==> src/rtl/decoder_pkg.sv <==
// Shared types and helpers for the decoder_scan block.
//   state_e          : top-level FSM state encoding
//   onehot()         : code -> one-hot vector, MaxOutW wide; callers keep the low OUT_W bits
//   DefaultInW       : default code width
//   DefaultStepCycles: default scan dwell per code, in clock cycles
package decoder_pkg;

  localparam int unsigned DefaultInW        = 4;
  localparam int unsigned DefaultStepCycles = 5;

  // Widest code the helper supports; decoder_scan needs IN_W < MaxInW.
  localparam int unsigned MaxInW  = 12;
  localparam int unsigned MaxOutW = 1 << MaxInW;

  typedef enum logic [1:0] {
    StIdle,
    StDirect,
    StScan
  } state_e;

  function automatic logic [MaxOutW-1:0] onehot(input logic [MaxInW-1:0] code);
    logic [MaxOutW-1:0] oh;
    oh       = '0;
    oh[code] = 1'b1;
    return oh;
  endfunction

endpackage

==> src/rtl/decoder_dwell_cnt.sv <==
// Dwell down-counter for scan mode.
// Counts STEP_CYCLES-1 down to 0 and reloads itself, so tc_o fires once every
// STEP_CYCLES enabled cycles.
//   clk_i, rst_ni : clock, async active-low reset
//   clr_i         : force the count to 0 (highest priority)
//   load_i        : load STEP_CYCLES-1
//   en_i          : count enable
//   tc_o          : terminal count, high on an enabled cycle with count == 0
module decoder_dwell_cnt
  import decoder_pkg::*;
#(
  parameter int unsigned STEP_CYCLES = DefaultStepCycles
) (
  input  logic clk_i,
  input  logic rst_ni,
  input  logic clr_i,
  input  logic load_i,
  input  logic en_i,
  output logic tc_o
);

  // A single-cycle dwell still needs a 1-bit register.
  localparam int unsigned CntW = (STEP_CYCLES > 1) ? $clog2(STEP_CYCLES) : 1;
  localparam logic [CntW-1:0] LoadVal = CntW'(STEP_CYCLES - 1);

  logic [CntW-1:0] cnt_q, cnt_d;

  assign tc_o = en_i & (cnt_q == '0);

  always_comb begin
    cnt_d = cnt_q;
    if (clr_i) begin
      cnt_d = '0;
    end else if (load_i || tc_o) begin
      cnt_d = LoadVal;
    end else if (en_i) begin
      cnt_d = cnt_q - CntW'(1);
    end
  end

  always_ff @(posedge clk_i or negedge rst_ni) begin
    if (!rst_ni) begin
      cnt_q <= '0;
    end else begin
      cnt_q <= cnt_d;
    end
  end

endmodule

==> src/rtl/decoder_scan.sv <==
// Registered binary-to-one-hot decoder with direct (valid/ready) and scan modes.
// Build option: define DECODER_SCAN_AUTO_EN to compile in scan mode and the dwell
// counter. Without it, mode_i is ignored, the block always runs IDLE -> DIRECT and
// scan_done_o is tied low.
//   clk_i, rst_ni : clock, async active-low reset
//   mode_i        : 0 = direct, 1 = scan
//   en_i          : output enable, gates x_o only (combinational)
//   in_valid_i    : code valid (direct mode)
//   in_ready_o    : block can accept a code
//   in_i          : code to decode
//   x_o           : registered one-hot output, x_o[k] = 1 for code k
//   code_o        : registered copy of the code currently decoded
//   x_valid_o     : one-cycle pulse when x/code take a new value
//   scan_done_o   : one-cycle pulse when a full sweep wraps back to code 0
module decoder_scan
  import decoder_pkg::*;
#(
  parameter int unsigned IN_W        = DefaultInW,
  parameter int unsigned STEP_CYCLES = DefaultStepCycles,
  localparam int unsigned OUT_W      = 1 << IN_W
) (
  input  logic             clk_i,
  input  logic             rst_ni,
  input  logic             mode_i,
  input  logic             en_i,
  input  logic             in_valid_i,
  output logic             in_ready_o,
  input  logic [IN_W-1:0]  in_i,
  output logic [OUT_W-1:0] x_o,
  output logic [IN_W-1:0]  code_o,
  output logic             x_valid_o,
  output logic             scan_done_o
);

  state_e state_q, state_d;

  // Set on the first edge after reset release; holds the FSM off until then so
  // the first transition lands one edge later.
  logic run_q;

  logic [IN_W-1:0]    code_q, code_d;
  logic [OUT_W-1:0]   x_q, x_d;
  logic               x_valid_q, x_valid_d;
  logic               scan_done_q, scan_done_d;
  logic               in_ready_q, in_ready_d;
  logic               x_load;
  logic [MaxOutW-1:0] oh_full;
  logic               accept;
  logic               scan_mode;
  logic               dwell_tc;
  logic               dwell_clr;
  logic               dwell_load;

  assign accept = in_valid_i & in_ready_q;

`ifdef DECODER_SCAN_AUTO_EN
  logic dwell_en;

  assign scan_mode = mode_i;
  assign dwell_en  = run_q & (state_q == StScan) & mode_i;

  decoder_dwell_cnt #(
    .STEP_CYCLES(STEP_CYCLES)
  ) u_dwell_cnt (
    .clk_i (clk_i),
    .rst_ni(rst_ni),
    .clr_i (dwell_clr),
    .load_i(dwell_load),
    .en_i  (dwell_en),
    .tc_o  (dwell_tc)
  );
`else
  logic        unused_mode;
  logic        unused_dwell;
  logic [31:0] unused_step;

  assign scan_mode    = 1'b0;
  assign dwell_tc     = 1'b0;
  assign unused_mode  = mode_i;
  assign unused_dwell = dwell_clr ^ dwell_load;
  assign unused_step  = STEP_CYCLES;
`endif

  always_comb begin
    state_d     = state_q;
    code_d      = code_q;
    x_d         = x_q;
    x_valid_d   = 1'b0;
    scan_done_d = 1'b0;
    in_ready_d  = in_ready_q;
    x_load      = 1'b0;
    dwell_clr   = 1'b0;
    dwell_load  = 1'b0;

    if (run_q) begin
      unique case (state_q)
        StIdle: begin
          code_d     = '0;
          x_d        = '0;
          in_ready_d = 1'b0;
          dwell_clr  = 1'b1;
          if (scan_mode) begin
            state_d    = StScan;
            x_load     = 1'b1;
            x_valid_d  = 1'b1;
            dwell_clr  = 1'b0;
            dwell_load = 1'b1;
          end else begin
            state_d    = StDirect;
            in_ready_d = 1'b1;
          end
        end

        StDirect: begin
          if (accept) begin
            code_d    = in_i;
            x_load    = 1'b1;
            x_valid_d = 1'b1;
          end
          if (scan_mode) begin
            // An accept in the same cycle as a mode change still completes; ready
            // drops so the following edge can leave without losing a code.
            in_ready_d = 1'b0;
            if (!accept) begin
              state_d = StIdle;
              code_d  = '0;
              x_d     = '0;
            end
          end else begin
            in_ready_d = 1'b1;
          end
        end

        StScan: begin
          if (!scan_mode) begin
            // Abort: clear everything, no sweep-done pulse.
            state_d   = StIdle;
            code_d    = '0;
            x_d       = '0;
            dwell_clr = 1'b1;
          end else if (dwell_tc) begin
            code_d      = code_q + IN_W'(1);
            x_load      = 1'b1;
            x_valid_d   = 1'b1;
            scan_done_d = (code_q == '1);
          end
        end

        default: begin
          state_d = StIdle;
        end
      endcase
    end

    oh_full = onehot(MaxInW'(code_d));
    if (x_load) begin
      x_d = oh_full[OUT_W-1:0];
    end
  end

  logic unused_oh;
  assign unused_oh = ^oh_full[MaxOutW-1:OUT_W];

  always_ff @(posedge clk_i or negedge rst_ni) begin
    if (!rst_ni) begin
      state_q     <= StIdle;
      run_q       <= 1'b0;
      code_q      <= '0;
      x_q         <= '0;
      x_valid_q   <= 1'b0;
      scan_done_q <= 1'b0;
      in_ready_q  <= 1'b0;
    end else begin
      state_q     <= state_d;
      run_q       <= 1'b1;
      code_q      <= code_d;
      x_q         <= x_d;
      x_valid_q   <= x_valid_d;
      scan_done_q <= scan_done_d;
      in_ready_q  <= in_ready_d;
    end
  end

  assign x_o         = en_i ? x_q : '0;
  assign code_o      = code_q;
  assign x_valid_o   = x_valid_q;
  assign scan_done_o = scan_done_q;
  assign in_ready_o  = in_ready_q;

endmodule

==> config.mk <==
export PLATFORM = sky130hd
export DESIGN_NAME = decoder_scan
export DESIGN_NICKNAME = d
export VERILOG_FILES = /design/src/rtl/decoder_pkg.sv /design/src/rtl/decoder_dwell_cnt.sv /design/src/rtl/decoder_scan.sv
export SDC_FILE = /design/constraint.sdc
export NUM_CORES = 1
export LEC_CHECK = 0
export ABC_AREA = 1
export ABC_CLOCK_PERIOD_IN_PS = 2300
export BUFFER_PORTS_ARGS = -buffer_cell sky130_fd_sc_hd__buf_2
export CAP_MARGIN = 20
export CORE_AREA = 3 3 51 53
export CTS_CLUSTER_DIAMETER = 40
export DETAILED_ROUTE_END_ITERATION = 7
export DIE_AREA = 0 0 54 56
export PLACE_DENSITY = 0.84
export SETUP_SLACK_MARGIN = 0.15
export SLEW_MARGIN = 20
export SYNTH_ARGS = -nofsm -noshare
export SYNTH_HDL_FRONTEND = slang
export SYNTH_HIERARCHICAL = 1
export SYNTH_SLANG_ARGS = --single-unit
==> constraint.sdc <==
create_clock -name clk_i -period 2.3 [get_ports clk_i]
set_input_delay 0.23 -clock clk_i [delete_from_list [all_inputs] [get_ports clk_i]]
set_output_delay 0.23 -clock clk_i [all_outputs]
set_load 0.005 [all_outputs]
Word-level counts from Yosys, hierarchy flattened --
Cells that the tools add are included.
Operators by class: magnitude comparators 2, eq/ne operators 2, mux-type cells 13, bitwise logic cells 2, reduce and logical (&&, ||, !) cells 9
Operators by type and width (number):
- 16-bit two-way mux | 4
- 4-bit by 13-bit less-than comparator with 1-bit output (second input constant) | 1
- 4-bit two-way mux | 2
- 4-bit case mux with 2 select lines | 1
- 2-bit AND reduction | 3
- 1-bit demux with 4-bit select | 1
- 4-bit by 1-bit >= comparator with 1-bit output (second input constant) | 1
- 1-bit two-way mux | 4
- 2-bit case mux with 2 select lines | 1
- 2-bit nonzero test | 2
- 2-bit OR reduction | 2
- 2-bit by 1-bit equality test with 1-bit output (second input constant) | 1
- 2-bit equality test (second input constant) | 1
- 2-bit logical NOT | 1
- 1-bit bitwise AND | 1
- 1-bit logical AND | 1
- 1-bit NOT | 1
Word-level totals: register bits 25, input port bits 9, output and inout port bits 23

Logic depth before layout (Yosys ltp) --
depth after elaboration 9, mapped depth 8, depth with buffers taken out 7

Worst setup path before layout --
No wires, ideal clock.
kind register to register, from register state_q[0], to register x_q[8], arrival time 1.075 ns, path slack 1.098 ns, stages on the path, launching flop included 8, cells stage by stage dfrtp_1 -> inv_1 -> nand2_2 -> nand2_1 -> inv_2 -> buf_4 -> nand2_1 -> o21ai_0
On the way: longest elaborated chain between the ends 9, elaborated cells on any way between the ends 17, those cells by class 2 x order compare; 2 x eq/ne; 7 x mux; 6 x reduce/logical
Ends and longest elaborated chain:
- start, declared | RTL line decoder_scan.sv:35 | state_e state_q, state_d;
- start signal, assigned | RTL line decoder_scan.sv:166 | state_q <= StIdle;
- start signal, assigned | RTL line decoder_scan.sv:174 | state_q <= state_d;
- 2-bit equality test / 2-bit logical NOT (equally long branches) | RTL line decoder_scan.sv:96 | unique case (state_q)
- 2-bit OR reduction (no source line)
- 4-bit case mux with 2 select lines | RTL line decoder_scan.sv:96
- 4-bit two-way mux | RTL line decoder_scan.sv:95 | if (run_q) begin
- 4-bit by 13-bit less-than comparator with 1-bit output (not written as such) / 4-bit by 1-bit >= comparator with 1-bit output (equally long branches) | RTL line decoder_pkg.sv:24 | oh[code] = 1'b1;
- 1-bit logical AND (not written as such) | RTL line decoder_pkg.sv:24
- 1-bit two-way mux (not written as such) | RTL line decoder_pkg.sv:24
- 1-bit demux with 4-bit select | RTL line decoder_pkg.sv:24
- 16-bit two-way mux | RTL line decoder_scan.sv:156 | if (x_load) begin
- end signal, assigned | RTL line decoder_scan.sv:169 | x_q <= '0;
- end signal, assigned | RTL line decoder_scan.sv:177 | x_q <= x_d;
- end, declared | RTL line decoder_scan.sv:42 | logic [OUT_W-1:0] x_q, x_d;
Several ways; a longest one is shown, not always the timed one. A chain may end at the register's enable or synchronous reset.

Worst setup path in the final report --
from register run_q, to register x_q[3]
On the way: longest elaborated chain between the ends 6, elaborated cells on any way between the ends 11, those cells by class 2 x order compare; 5 x mux; 4 x reduce/logical
Ends and longest elaborated chain:
- start, declared | RTL line decoder_scan.sv:39 | logic run_q;
- start signal, assigned | RTL line decoder_scan.sv:167 | run_q <= 1'b0;
- start signal, assigned | RTL line decoder_scan.sv:175 | run_q <= 1'b1;
- 4-bit two-way mux | RTL line decoder_scan.sv:95
- 4-bit by 13-bit less-than comparator with 1-bit output (not written as such) / 4-bit by 1-bit >= comparator with 1-bit output (equally long branches) | RTL line decoder_pkg.sv:24
- 1-bit logical AND (not written as such) | RTL line decoder_pkg.sv:24
- 1-bit two-way mux (not written as such) | RTL line decoder_pkg.sv:24
- 1-bit demux with 4-bit select | RTL line decoder_pkg.sv:24
- 16-bit two-way mux | RTL line decoder_scan.sv:156
Several ways; a longest one is shown, not always the timed one.

==> qor_table.md <==
| Parameter | Reported |
|:---|:---|
| Outcome | finished clean |
| Slew at the pin with the worst max-slew slack | 0.529 ns |
| Final-layout fill cell count | 201 |
| Nature of the critical path startpoint | register |
| Final setup violating endpoints | 0 |
| Most common cell in the netlist | sky130_fd_sc_hd__nand2_1 |
| Clock sink count | 24 |
| DRC | 0 |
| Storage element area | 601 sq um |
| Cell count after placement | 208 |
| Distinct cell type count of the synthesized netlist | 20 |
| Fraction of final layout cells with drive strength greater than 1 | 0.254 |
| Top Family by Delay on Critical Path | simple AND/OR/NAND/NOR gates |
| Min Tclk post-route | 1.38 ns |
| Number of buffers and inverters on the critical path | 1 |
| Peak supply drop | 0.511 mV |
| Reg-to-Reg Start | run_q |
| Die boundary width | 54 microns |
| Number of hold violations in the final report | 0 |
| Maximum buffer depth of the clock tree | 2 |
| Final Total Pwr | 0.907 mW |
| Pre-CTS setup slack | 0.985 ns |
| Total Neg Setup Slack | 0 ns |
| Non-Filler Instances | 213 |
| First-pass GRT wire length | 3910 microns |
| Drt pass-1 iters | 4 |
| Mapped Area | 1210 sq um |
| Largest net degree at the start of global routing | 25 |
| Root Buffer Master | sky130_fd_sc_hd__clkbuf_4 |
| R2r endpoint | x_q[3] |
| Clock slew seen by the registers of the worst setup and hold paths | 0.12 ns |
| Dominant cells by area after synthesis | sky130_fd_sc_hd__dfrtp_1 (49%), sky130_fd_sc_hd__nand2_1 (15%), sky130_fd_sc_hd__inv_1 (11%) |
| Drt via density | 4.74 |
| Congestion Overflow GR | 0 |
| Number of synthesis warnings | 6 |
| Crit path from | run_q |
| Area of all placed cells without fillers | 1410 sq um |
| Critical path class | register to register |
| Class of the worst hold path | input port to register |
| Multi-input gate area | 455 sq um |
| Unrepaired setup endpoints after global routing | no |
| TritonCTS clock tree | done |
| Setup WS post-layout | 0.916 ns |
| Count of flip-flops with a built-in enable after synthesis | 0 |
| Area of the die | 3020 sq um |
| Max stage delay cell, worst path | sky130_fd_sc_hd__dfrtp_1 |
| Area growth from synthesis to layout | 16.4% |
| Total placed instance area | 1370 sq um |
| Worst setup path endpoint | x_q[3] |
| Cells along the critical path | nand3_4, nand2_1, nand3_1, nand2_1, inv_1, nand3_1, nand2_1 |
| Max-slew headroom at the worst pin | 0.648 |
| Number of flip-flops and latches in the synthesized netlist | 24 |
| Synth top area share | 0.494 |
| Cell mode on critical path | sky130_fd_sc_hd__nand2_1 |
| Maximum Capacitance Violations | 0 |
| Data required, critical path | 2.51 ns |
| Placement row count | 17 |
| H-tree lvl count | 1 |
| Total global-route track usage | 0.171 |
| Commonest cells post-synth | sky130_fd_sc_hd__nand2_1 (48), sky130_fd_sc_hd__inv_1 (34), sky130_fd_sc_hd__dfrtp_1 (24), sky130_fd_sc_hd__nand3_1 (10), sky130_fd_sc_hd__o21ai_1 (7) |
| Via count of the first global-routing pass | 937 |
| Per-instance average area after synthesis | 7.79 sq um |
| CP max FO | 8 |
| Core Box Area | 2190 sq um |
| Clk Latency, worst-skew pair | 0.30 ns |
| Proportion of register bits with asynchronous set or reset after synthesis | 1.00 |
| Total of buffers placed on input and output ports | 29 |
| Drt total wl | 2290 microns |
| Cell depth of the worst setup path | 7 |
| TritonCTS buffer count | 3 |
| Largest stage delay on the critical path | 0.54 ns |
| Number of standard cells after synthesis | 156 |
| Number of slew-limit violations in the final report | 0 |
| Clock Skews | 0.000703 ns |
| DRT iter0 DRCs | 36 |
| Power per Cell Area | 642 nW/um^2 |
| Vias after detailed routing | 1010 |
| Ant diodes | 0 |
| Arrival time of data at the critical path endpoint | 1.60 ns |
| Achievable clock frequency | 722 MHz |
| Leakage power summed over all cells | 0.926 nW |
| Remaining number of nets flagged by the antenna check after routing | 0 |
| Net total in the final layout | 195 |
| Number of cells on the worst reg-to-reg path | 7 |
| Sequential area share after synthesis | 0.494 |
| Vertical die dimension | 56 microns |
| Routed len/inst | 10.8 microns |
| Cell type with the highest aggregate area in the netlist | sky130_fd_sc_hd__dfrtp_1 |
| Fin crit share | 0.602 |
| Dpl hpwl | 1710 microns |
| Antenna violations before repair | 0 |
| Global placement routability congestion | 0.800 |
| Endpoint type of the worst setup path | register |
| Effective utilization at floorplan | 0.555 |
| Post-CTS Resized | 0 |
| Reg-to-reg setup timing slack | 0.92 ns |
| Ports placed on the boundary | 32 |
| Most used flip-flop cell after synthesis | sky130_fd_sc_hd__dfrtp_1 |
| Net count of the mapped netlist | 165 |
==> registers in the layout, indices dropped and copies added (netlist names) <==
name	count
x_q	16
state_q	1
x_valid_o	1
run_q	1
in_ready_o	1
code_o	4
==> worst min-delay path by stage <==
stage	cells after the start	endpoint	start
6_report	3	x_valid_o	in_valid_i
5_1_grt	3	x_valid_o	in_valid_i
4_1_cts	3	x_valid_o	in_valid_i
3_5_place_dp	1	x_q[11]	rst_ni
3_3_place_gp	1	x_q[4]	rst_ni
2_1_floorplan	0	code_o[0]	rst_ni
==> cell families after synthesis <==
group,synth area share
DFF,0.494
and+or+nand+nor,0.319
AOI/OAI and AO/OA,0.0494
buffers and inverters,0.131
other,0.00618
==> power by group <==
part	internal (mW)	leakage, nW	switching (mW)
Clock	0.0966	0.0210	0.120
Combinational	0.0724	0.597	0.131
Sequential	0.464	0.309	0.0233
==> through the flow <==
step	util	hold WS [ns]
final	0.645	0.297
after global routing	0.645	0.295
after CTS	0.645	0.291
after detailed placement	0.624	0.233
after global placement	0.624	0.225
after floorplan	-	-0.0656
==> final cells by class <==
cell class                      instances  area share
Sequential cell                        24       0.425
Multi-Input combinational cell         92       0.322
Timing Repair Buffer                   30       0.110
Inverter                               35      0.0929
Clock buffer                            4      0.0257
Tap cell                               28      0.0248
==> worst register-to-register path, delay by kind of cell (launching register included) <==
family | cells | cell delay [ns]
flip-flops | 1 | 0.54
AND/OR/NAND/NOR | 6 | 0.70
buffers and inverters | 1 | 0.06
==> timing repair <==
action                                  in CTS  in global routing
hold buffers                                 1                  0
endpoints found under the setup margin       0                  0
endpoints found under the hold margin       24                  0
buffers inserted                             0                  0
==> cell usage in the layout (no fill, tap or decap), types with 2 or more instances in the layout <==
cell type / count
sky130_fd_sc_hd__nand2_1: 48
sky130_fd_sc_hd__inv_1: 34
sky130_fd_sc_hd__buf_2: 29
sky130_fd_sc_hd__dfrtp_1: 24
sky130_fd_sc_hd__nand3_1: 10
sky130_fd_sc_hd__o21ai_1: 7
sky130_fd_sc_hd__nand4_1: 5
sky130_fd_sc_hd__nand2_2: 5
sky130_fd_sc_hd__nor2_4: 3
sky130_fd_sc_hd__nor2_1: 3
sky130_fd_sc_hd__clkbuf_4: 3
sky130_fd_sc_hd__nand3_2: 2
sky130_fd_sc_hd__o21ai_0: 2
sky130_fd_sc_hd__o21bai_1: 2
sky130_fd_sc_hd__conb_1: 2
==> per-layer routing <==
metal	global-route usage	vias to the layer above	share of wire
met5	0	-	0
li1	-	520	-
met2	0.280	28	0.49
met1	0.221	460	0.44
met4	0.0641	0	0.0070
met3	0.0241	2	0.061
No activity file was read; power rests on OpenSTA's default activity.
